## src/rtl/sprite_table_ctrl.sv

```systemverilog
// rtl/sprite_table_ctrl.sv - double-buffered sprite table with round-robin writers and vsync-aligned commit
module sprite_table_ctrl #(
  parameter  int DATACOUNT = 8,
  parameter  int IDXW      = 4,
  parameter  int TYPEW     = 3,
  parameter  int XW        = 10,
  parameter  int YW        = 9,
  parameter  int WW        = 10,
  parameter  int HW        = 9,
  localparam int DATALEN   = TYPEW + XW + YW + WW + HW
) (
  input  logic                           clock,
  input  logic                           reset,
  input  logic                           frame_sync,
  input  logic [1:0]                     req_valid,
  output logic [1:0]                     req_ready,
  input  logic [2*IDXW-1:0]              req_index,
  input  logic [2*DATALEN-1:0]           req_entry,
  input  logic                           commit_req,
  output logic [DATACOUNT*DATALEN-1:0]   gamedata,
  output logic                           commit_pend,
  output logic                           swap_done,
  output logic                           wr_error
);
  localparam int SLOTW = (DATACOUNT > 1) ? $clog2(DATACOUNT) : 1;

  typedef enum logic [1:0] {OPEN, PENDING, SWAP} state_t;

  state_t                 state, state_next;
  logic                   last_grant, sync_q, frame_start;
  logic                   grant, grant_valid, wr_in_range;
  logic [IDXW-1:0]        wr_index;
  logic [DATALEN-1:0]     wr_entry;
  logic [DATALEN-1:0]     shadow [DATACOUNT];
  logic [DATALEN-1:0]     active [DATACOUNT];

  // frame_sync is active-low: the frame begins on its falling edge
  assign frame_start = sync_q && !frame_sync;

  always_comb begin
    grant = 1'b0;
    if (req_valid == 2'b11) grant = ~last_grant;
    else                    grant = req_valid[1];
  end

  assign grant_valid = (state == OPEN) && (req_valid != 2'b00);
  assign req_ready   = grant_valid ? (grant ? 2'b10 : 2'b01) : 2'b00;
  assign wr_index    = grant ? req_index[IDXW +: IDXW] : req_index[0 +: IDXW];
  assign wr_entry    = grant ? req_entry[DATALEN +: DATALEN] : req_entry[0 +: DATALEN];
  assign wr_in_range = 32'(wr_index) < DATACOUNT;

  always_ff @(posedge clock or negedge reset) begin
    if (!reset) state <= OPEN;
    else        state <= state_next;
  end

  always_comb begin
    state_next = state;
    case (state)
      OPEN:    if (commit_req)  state_next = PENDING;
      PENDING: if (frame_start) state_next = SWAP;
      SWAP:                     state_next = OPEN;
      default:                  state_next = OPEN;
    endcase
  end

  always_ff @(posedge clock or negedge reset) begin
    if (!reset) begin
      last_grant  <= 1'b1;
      sync_q      <= 1'b1;
      commit_pend <= 1'b0;
      swap_done   <= 1'b0;
      wr_error    <= 1'b0;
      for (int i = 0; i < DATACOUNT; i++) begin
        shadow[i] <= '0;
        active[i] <= '0;
      end
    end else begin
      sync_q    <= frame_sync;
      swap_done <= 1'b0;
      wr_error  <= 1'b0;
      if (grant_valid) begin
        last_grant <= grant;
        if (wr_in_range) shadow[wr_index[SLOTW-1:0]] <= wr_entry;
        else             wr_error <= 1'b1;
      end
      if (state == OPEN && commit_req) commit_pend <= 1'b1;
      // shadow is kept after the copy so later frames are incremental edits
      if (state == SWAP) begin
        for (int i = 0; i < DATACOUNT; i++) active[i] <= shadow[i];
        commit_pend <= 1'b0;
        swap_done   <= 1'b1;
      end
    end
  end

  for (genvar gi = 0; gi < DATACOUNT; gi++) begin : g_out
    assign gamedata[gi*DATALEN +: DATALEN] = active[gi];
  end
endmodule

```

## config.mk

```make
export PLATFORM = sky130hd
export DESIGN_NAME = sprite_table_ctrl
export DESIGN_NICKNAME = d
export VERILOG_FILES = /design/src/rtl/sprite_table_ctrl.sv
export SDC_FILE = /design/constraint.sdc
export NUM_CORES = 1
export LEC_CHECK = 0
export ABC_AREA = 1
export CAP_MARGIN = 40
export CELL_PAD_IN_SITES_DETAIL_PLACEMENT = 2
export CELL_PAD_IN_SITES_GLOBAL_PLACEMENT = 2
export CORE_MARGIN = 5
export CORE_UTILIZATION = 30
export CTS_CLUSTER_SIZE = 28
export DETAILED_ROUTE_END_ITERATION = 8
export PLACE_DENSITY_LB_ADDON = 0.1
export SETUP_SLACK_MARGIN = 0.05
export SLEW_MARGIN = 25
export SYNTH_ARGS = -nofsm -noshare
export SYNTH_HDL_FRONTEND = slang
export SYNTH_SLANG_ARGS = --single-unit
```

## constraint.sdc

```tcl
create_clock -name clock -period 1.95 [get_ports clock]
set_input_delay 0.39 -clock clock [delete_from_list [all_inputs] [get_ports clock]]
set_output_delay 0.39 -clock clock [all_outputs]
set_load 0.05 [all_outputs]
```

==> out/summary.md, run 1 <==
• 8.69 um2 — per-instance average area after synthesis
• flip-flop — Setup crit end kind
• 428 — number of buffers added on ports
• 25.2 um — final routed wire length divided by cell count
• 0.775 — Final Wtd Congestion
• 1231 — iteration-0 DRC count of the detailed router
• 4542 — placed instance count
• 38.1 mW — internal power component
• sky130_fd_sc_hd__dfstp_2 — CP max stage cell
• 7 — maximum fanout along the worst path
• 30.1% — initial core utilization
• finished with violations — result of the run
• 25568 — vias in the first global route
• -230 ps — reg-to-reg setup timing slack
• 120000 um — detailed-route wire length
• 0.0329 mm2 — Post-Place Cell Area
• -233 ps — setup slack after layout
• 31.8 mW — net load switching power
• 663 — number of sinks handled by clock tree synthesis
• 5 — 1st-pass router iterations
• 112% — Period Utilization, post-route
• 3650 — net count of the finished layout
• 570 ps — maximum single-stage delay on the critical path
• 23448 — Vias
• 305 um — chip width
• 0 — Slew Limit Fails
• reg -> reg — CP Class
• 3 — number of buffers between clock root and the deepest sink
• flip-flop — kind of launch point of the worst setup path
• 0.458 GHz — upper clock frequency limit
• 20.6% — clock network fraction of design power
• 2180 ps — min Tclk post-route
• sky130_fd_sc_hd__dfrtp_1 — most area-hungry cell type in the Yosys netlist
• 0 — DRC violations left
• yes — unrepaired setup endpoints after global routing
• 71400 um — half-perimeter wire length after detailed placement
• 610 ps — clock latency reported for the late side of the worst-skew pair
• 305 um — die span in y
• 1800 mW/mm2 — ratio of total power to cell area
• 0 — count of maximum capacitance violations
• 663 — number of synthesized register bits
• 36.7% — Max-slew headroom
• 108 — num rows
• 2450 ps — worst path required time
• 22.4% — aggregate global-route resource usage
• 25.3% — fraction of layout cells with a size suffix above 1
• 162000 um — first-pass GRT wire length
• 0.0865 mm2 — CORE AREA
• 35.7% — sequential fraction of design power
• 63.7% — share of the yosys chip area belonging to registers
• in -> async — type of the tightest min-delay check
• 45.5% — switching power as a share of total power
• 331 — final setup violation count
• 169 — pin count of the biggest net entering global routing
• 429 — count of pins on the block boundary
• 2999 — number of cells produced by synthesis
• sky130_fd_sc_hd__clkbuf_16 — Clock Tree Root
• sky130_fd_sc_hd__nand2_1 — most frequent cell on the critical path
• 43.7% — power share of the combinational group
• 48.7% — area added between synthesis and finish
• 77 — Num CTS Buffers
• 3095 — post-synth net total
• 0.962 mV — maximum vdd ir drop
• 950 ps — transition time at the pin with the least slew margin
• 0 — count of nets left with antenna violations after detail routing
• sky130_fd_sc_hd__dfrtp_1 63%, sky130_fd_sc_hd__nand2_1 25%, sky130_fd_sc_hd__nand3_1 7.2% — dominant cells by area after synthesis
• 2680 ps — arrival time reported for the critical path endpoint
• 0 — total number of yosys warnings
• 60 ps — Reg clk slew, reported paths
• 0.0929 mm2 — full die area
• built — clock tree from TritonCTS
• 63.5% — area share of the leading cell type in the synthesized netlist
• 0 — hold violation total from the final report
• 0.0387 mm2 — Finished Cell Area
• 0.0261 mm2 — cell area after technology mapping
• nand2_4 -> buf_4 -> nand3b_1 -> nand2_2 -> nor2_4 -> buf_12 -> nand2_8 -> clkbuf_16 -> nand2_1 -> nand2_1 — CP Cell Sequence
• 0 — total overflow reported by the global router
• 4.92 — number of vias per cell
• 4768 — Cell Count, Final, Fillers Out
• 2 — number of antenna violations at the first check in global routing
• 21.7 ps — skew final
• 19.9 nW — static leakage power
• -43830 ps — final total negative setup slack
• 3 — Clock H-tree levels
• setup timing — violated checks
• 243 ps — worst hold-check slack
• 21 — Distinct cells, synth
-- state kept, by name, indices dropped and copies added, names as in the netlist --
name and flops:
last_grant 1, gamedata 328, state 2, commit_pend 1
swap_done 1, shadow 328, wr_error 1, sync_q 1
-- layout by cell type, fill, tap and decap left out, types with 2 or more instances in the layout --
cell / instances
sky130_fd_sc_hd__nand3_1: 323
sky130_fd_sc_hd__clkbuf_16: 121
sky130_fd_sc_hd__clkdlybuf4s15_1: 37
sky130_fd_sc_hd__clkinv_2: 10
sky130_fd_sc_hd__dfstp_2: 2
sky130_fd_sc_hd__inv_6: 4
sky130_fd_sc_hd__buf_4: 193
sky130_fd_sc_hd__buf_16: 16
sky130_fd_sc_hd__nand2_8: 7
sky130_fd_sc_hd__inv_2: 4
sky130_fd_sc_hd__clkbuf_1: 22
sky130_fd_sc_hd__clkinvlp_4: 2
sky130_fd_sc_hd__bufinv_16: 4
sky130_fd_sc_hd__inv_1: 3
sky130_fd_sc_hd__clkbuf_8: 16
sky130_fd_sc_hd__nand3_4: 7
sky130_fd_sc_hd__dfrtp_1: 661
sky130_fd_sc_hd__buf_12: 99
sky130_fd_sc_hd__nand2_4: 63
sky130_fd_sc_hd__clkdlybuf4s15_2: 151
sky130_fd_sc_hd__dlygate4sd2_1: 2
sky130_fd_sc_hd__clkdlybuf4s50_1: 93
sky130_fd_sc_hd__nand2_1: 1550
sky130_fd_sc_hd__nand2_2: 126
sky130_fd_sc_hd__buf_6: 19
sky130_fd_sc_hd__buf_8: 11
sky130_fd_sc_hd__nand3_2: 45
sky130_fd_sc_hd__nor2_4: 8
sky130_fd_sc_hd__clkinv_8: 2
-- layer usage --
metal / share of wire [%] / GRT usage (%)
met5: 0 / 0
met3: 4.2 / 3.24
met2: 52 / 39.9
met1: 42 / 29.1
met4: 2.2 / 5.02
-- synth_stat cells --
master / n
sky130_fd_sc_hd__nand2_2: 1
sky130_fd_sc_hd__buf_4: 21
sky130_fd_sc_hd__o21ai_0: 1
sky130_fd_sc_hd__buf_1: 3
sky130_fd_sc_hd__o211ai_1: 1
sky130_fd_sc_hd__nor4_1: 1
sky130_fd_sc_hd__nor2_1: 4
sky130_fd_sc_hd__a21oi_1: 2
sky130_fd_sc_hd__inv_1: 4
sky130_fd_sc_hd__nand3_1: 373
sky130_fd_sc_hd__nor2_4: 3
sky130_fd_sc_hd__buf_2: 73
sky130_fd_sc_hd__nand3_2: 2
sky130_fd_sc_hd__nor2_2: 3
sky130_fd_sc_hd__dfrtp_1: 661
sky130_fd_sc_hd__nand2_1: 1745
sky130_fd_sc_hd__nand3b_1: 1
sky130_fd_sc_hd__clkinv_1: 1
sky130_fd_sc_hd__dfstp_2: 2
sky130_fd_sc_hd__inv_2: 3
sky130_fd_sc_hd__clkbuf_1: 94
-- stage by stage --
step / power [mW] / util [%] / setup slack (ps)
6_report: 69.9 / 44.8 / -233
5_1_grt: 73.3 / 44.8 / -265
4_1_cts: 67.8 / 41.6 / -203
3_5_place_dp: 53.2 / 38.1 / -579
3_3_place_gp: 52.1 / 38.1 / -483
2_1_floorplan: 40.4 / - / 111
-- critical path: cells and delay by family, from the launching register on --
family	cells	cell delay (ps)
simple gates	7	940
flops	1	570
buf+inv	3	550
-- cell type report --
type,count,area (um2)
multi-input combinational,2137,9790
sequential,663,16600
timing repair buffer,667,8390
fill,9136,47700
antenna,1,2.50
inverter,8,37.5
clock buffer,115,2230
clock inverter,22,253
tap,1155,1450
-- worst paths after layout --
path                               startpoint       endpoint  cells past startpoint
worst min register to register  gamedata[298]  gamedata[298]                      2
worst max register to register     last_grant     shadow[46]                     10
worst max-delay path               last_grant     shadow[46]                     10
max in group asynchronous               reset     shadow[33]                      3
worst min-delay path                    reset  gamedata[252]                      2
min in group clock               req_valid[1]       wr_error                      3
-- repair_timing --
item | 4_1_cts | 5_1_grt
resized for setup | 548 | 367
hold buffers | 1 | 0
buffers inserted | 12 | 18
hold endpoints to repair | 120 | 0
cloned | 6 | 55
endpoints found under the setup margin | 520 | 476
pin swaps | 4 | 59
-- power groups by stage --
stage               logic [mW]  registers [mW]  clock network, mW
detailed placement        28.6            24.6                  0
global route              32.4            25.6               15.4
floorplan                 6.74            33.7                  0
CTS                       28.5            24.5               14.8
finish                    30.6            24.9               14.4
global placement          27.8            24.3                  0
-- logic make-up after synthesis --
family          share of synthesized area [%]
buf+inv                                  3.52
compound gates                         0.0864
flops                                    63.7
simple gates                             32.7
No activity file was read; power rests on OpenSTA's default activity.
==> run 2: changes to the inputs <==
--- a/config.mk
+++ b/config.mk
@@ -13,7 +13,7 @@
 export CORE_UTILIZATION = 30
 export CTS_CLUSTER_SIZE = 28
 export DETAILED_ROUTE_END_ITERATION = 8
-export PLACE_DENSITY_LB_ADDON = 0.1
+export PLACE_DENSITY_LB_ADDON = 0.05
 export SETUP_SLACK_MARGIN = 0.05
 export SLEW_MARGIN = 25
 export SYNTH_ARGS = -nofsm -noshare
==> run 2 against run 1 <==
  * The flow still finishes with violations (setup timing)
  * Register-to-register slack got worse by 20 ps
  * Design area rose by 6.4%
  * Worst setup slack got worse by 20 ps
  * Largest power group unchanged
==> out/summary.md, run 2 (synthesis results as in run 1) <==
• 4555 — placed instance count
• flip-flop — Setup crit end kind
• 1780 mW/mm2 — ratio of total power to cell area
• 73000 um — half-perimeter wire length after detailed placement
• 4 — number of antenna violations at the first check in global routing
• 0.0166 mm2 — Register Area
• 0.787 — Final Wtd Congestion
• 113% — Period Utilization, post-route
• 105 — pin count of the biggest net entering global routing
• sky130_fd_sc_hd__nand2_1 — most common cell after layout, fill and taps aside
• in -> async — type of the tightest min-delay check
• 428 — number of buffers added on ports
• 171000 um — first-pass GRT wire length
• 0.0865 mm2 — CORE AREA
• 211 ps — worst hold-check slack
• 30.1% — initial core utilization
• 34.9% — fraction of layout cells with a size suffix above 1
• 8926 — filler cell count
• built — clock tree from TritonCTS
• 57.6% — Max-slew headroom
• -484 ps — Post-Place Setup Slack
• reg -> reg — CP Class
• 0.0113 mm2 — total area of multi-input combinational cells
• flip-flop — kind of launch point of the worst setup path
• yes — unrepaired setup endpoints after global routing
• 305 um — die span in y
• 330 — final setup violation count
• 26560 — vias in the first global route
• 4.97 — number of vias per cell
• 0 — total overflow reported by the global router
• 0 — DRC violations left
• 0.454 GHz — upper clock frequency limit
• sky130_fd_sc_hd__dfstp_2 — CP max stage cell
• 2450 ps — worst path required time
• 5 — 1st-pass router iterations
• 560 ps — maximum single-stage delay on the critical path
• 0.916 mV — maximum vdd ir drop
• 24.1% — aggregate global-route resource usage
• 60 ps — Reg clk slew, reported paths
• sky130_fd_sc_hd__clkbuf_16 — Clock Tree Root
• 3 — number of buffers between clock root and the deepest sink
• setup timing — violated checks
• 0.0929 mm2 — full die area
• 0 — count of maximum capacitance violations
• 20.5 nW — static leakage power
• 6 — crit path buf inv count
• 663 — number of sinks handled by clock tree synthesis
• 8 — maximum fanout along the worst path
• 2200 ps — min Tclk post-route
• 3 — Clock H-tree levels
• 23931 — Vias
• 3695 — net count of the finished layout
• 4811 — Cell Count, Final, Fillers Out
• 0.0412 mm2 — Finished Cell Area
• 2700 ps — arrival time reported for the critical path endpoint
• 78 — Num CTS Buffers
• 637 ps — transition time at the pin with the least slew margin
• buffers and inverters — CP delay by family, top
• finished with violations — result of the run
• 0 — Slew Limit Fails
• 58.3% — area added between synthesis and finish
• 125000 um — detailed-route wire length
• nand2_4 -> buf_12 -> buf_8 -> nand3_4 -> nand3_4 -> buf_6 -> nor2_4 -> buf_12 -> buf_12 -> nand2_8 -> clkbuf_16 -> nand2_4 -> nand2_2 — CP Cell Sequence
• 0.0332 mm2 — Post-Place Cell Area
• 27.7 ps — skew final
• 0 — hold violation total from the final report
• 108 — num rows
• 26.0 um — final routed wire length divided by cell count
• -58450 ps — final total negative setup slack
• 1111 — iteration-0 DRC count of the detailed router
• 1261 x sky130_fd_sc_hd__nand2_1, 661 x sky130_fd_sc_hd__dfrtp_1, 315 x sky130_fd_sc_hd__nand3_1 — most frequent cells in the layout
• sky130_fd_sc_hd__buf_12 — most frequent cell on the critical path
• 620 ps — clock latency reported for the late side of the worst-skew pair
• 305 um — chip width
• -253 ps — setup slack after layout
• 429 — count of pins on the block boundary
• 0 — count of nets left with antenna violations after detail routing
==> run 2: cell count changes in the layout (fill, tap and decap cells not counted), moves of 7 or more <==
cell and change:
sky130_fd_sc_hd__nand2_1 -289, sky130_fd_sc_hd__buf_16 +17, sky130_fd_sc_hd__clkdlybuf4s15_1 -17, sky130_fd_sc_hd__nand2_2 +146, sky130_fd_sc_hd__buf_4 -7, sky130_fd_sc_hd__clkbuf_2 +22, sky130_fd_sc_hd__buf_6 -8, sky130_fd_sc_hd__nand2_4 +141
sky130_fd_sc_hd__clkdlybuf4s15_2 +13, sky130_fd_sc_hd__buf_12 +29, sky130_fd_sc_hd__nand3_1 -8
==> run 2: stage by stage <==
step / utilization, % / total power, mW
floorplan: - / 40.4
global placement: 38.4 / 52.4
detailed placement: 38.4 / 53.4
CTS: 43.6 / 69.7
global route: 47.7 / 76.6
finish: 47.7 / 73.3
==> run 2: report_power, final <==
part | leakage, nW | switching [mW] | internal, mW
logic | 10.6 | 21.5 | 11.0
clock network | 1.27 | 6.06 | 8.93
registers | 8.61 | 5.78 | 20.0
==> run 2: layout make-up <==
cell class	instances	share of cell area, %
Sequential cell	663	40.2
Multi-Input combinational cell	2138	27.5
Timing Repair Buffer	710	22.4
Clock buffer	122	5.80
Tap cell	1155	3.50
Clock inverter	14	0.492
Inverter	8	0.109
Antenna cell	1	0.00607
==> run 2: worst paths after layout <==
| check | cells past startpoint | end | from | slack, ps |
|---|---|---|---|---|
| setup / recovery | 13 | shadow[43] | last_grant | -250 |
| hold / removal | 2 | gamedata[248] | reset | 210 |
| setup reg to reg | 13 | shadow[43] | last_grant | -250 |
| hold reg to reg | 2 | gamedata[260] | gamedata[260] | 470 |
| max in group asynchronous | 3 | shadow[98] | reset | 830 |
| min in group clock | 1 | sync_q | frame_sync | 280 |
==> run 2: what timing repair did <==
| action | in CTS | in global routing |
|---|---|---|
| setup buffers | 29 | 19 |
| endpoints found under the setup margin | 536 | 447 |
| pin swaps | 24 | 68 |
| hold buffers | 1 | 0 |
| hold endpoints to repair | 48 | 0 |
| gates cloned | 30 | 47 |
| resized for setup | 716 | 755 |
==> run 2: worst register-to-register path: stages, from the launching register on <==
cell and delay, ps:
sky130_fd_sc_hd__dfstp_2 560, sky130_fd_sc_hd__nand2_4 70, sky130_fd_sc_hd__buf_12 140, sky130_fd_sc_hd__buf_8 130, sky130_fd_sc_hd__nand3_4 70, sky130_fd_sc_hd__nand3_4 100
sky130_fd_sc_hd__buf_6 140, sky130_fd_sc_hd__nor2_4 110, sky130_fd_sc_hd__buf_12 160, sky130_fd_sc_hd__buf_12 110, sky130_fd_sc_hd__nand2_8 140, sky130_fd_sc_hd__clkbuf_16 240
sky130_fd_sc_hd__nand2_4 70, sky130_fd_sc_hd__nand2_2 60
==> run 2: per-layer routing <==
metal	global-route usage, %	vias up	wire (um)
met4	7.17	6	3800
li1	-	10571	-
met3	3.74	180	4930
met5	0	-	46
met2	43.5	574	66200
met1	29.9	12600	50100
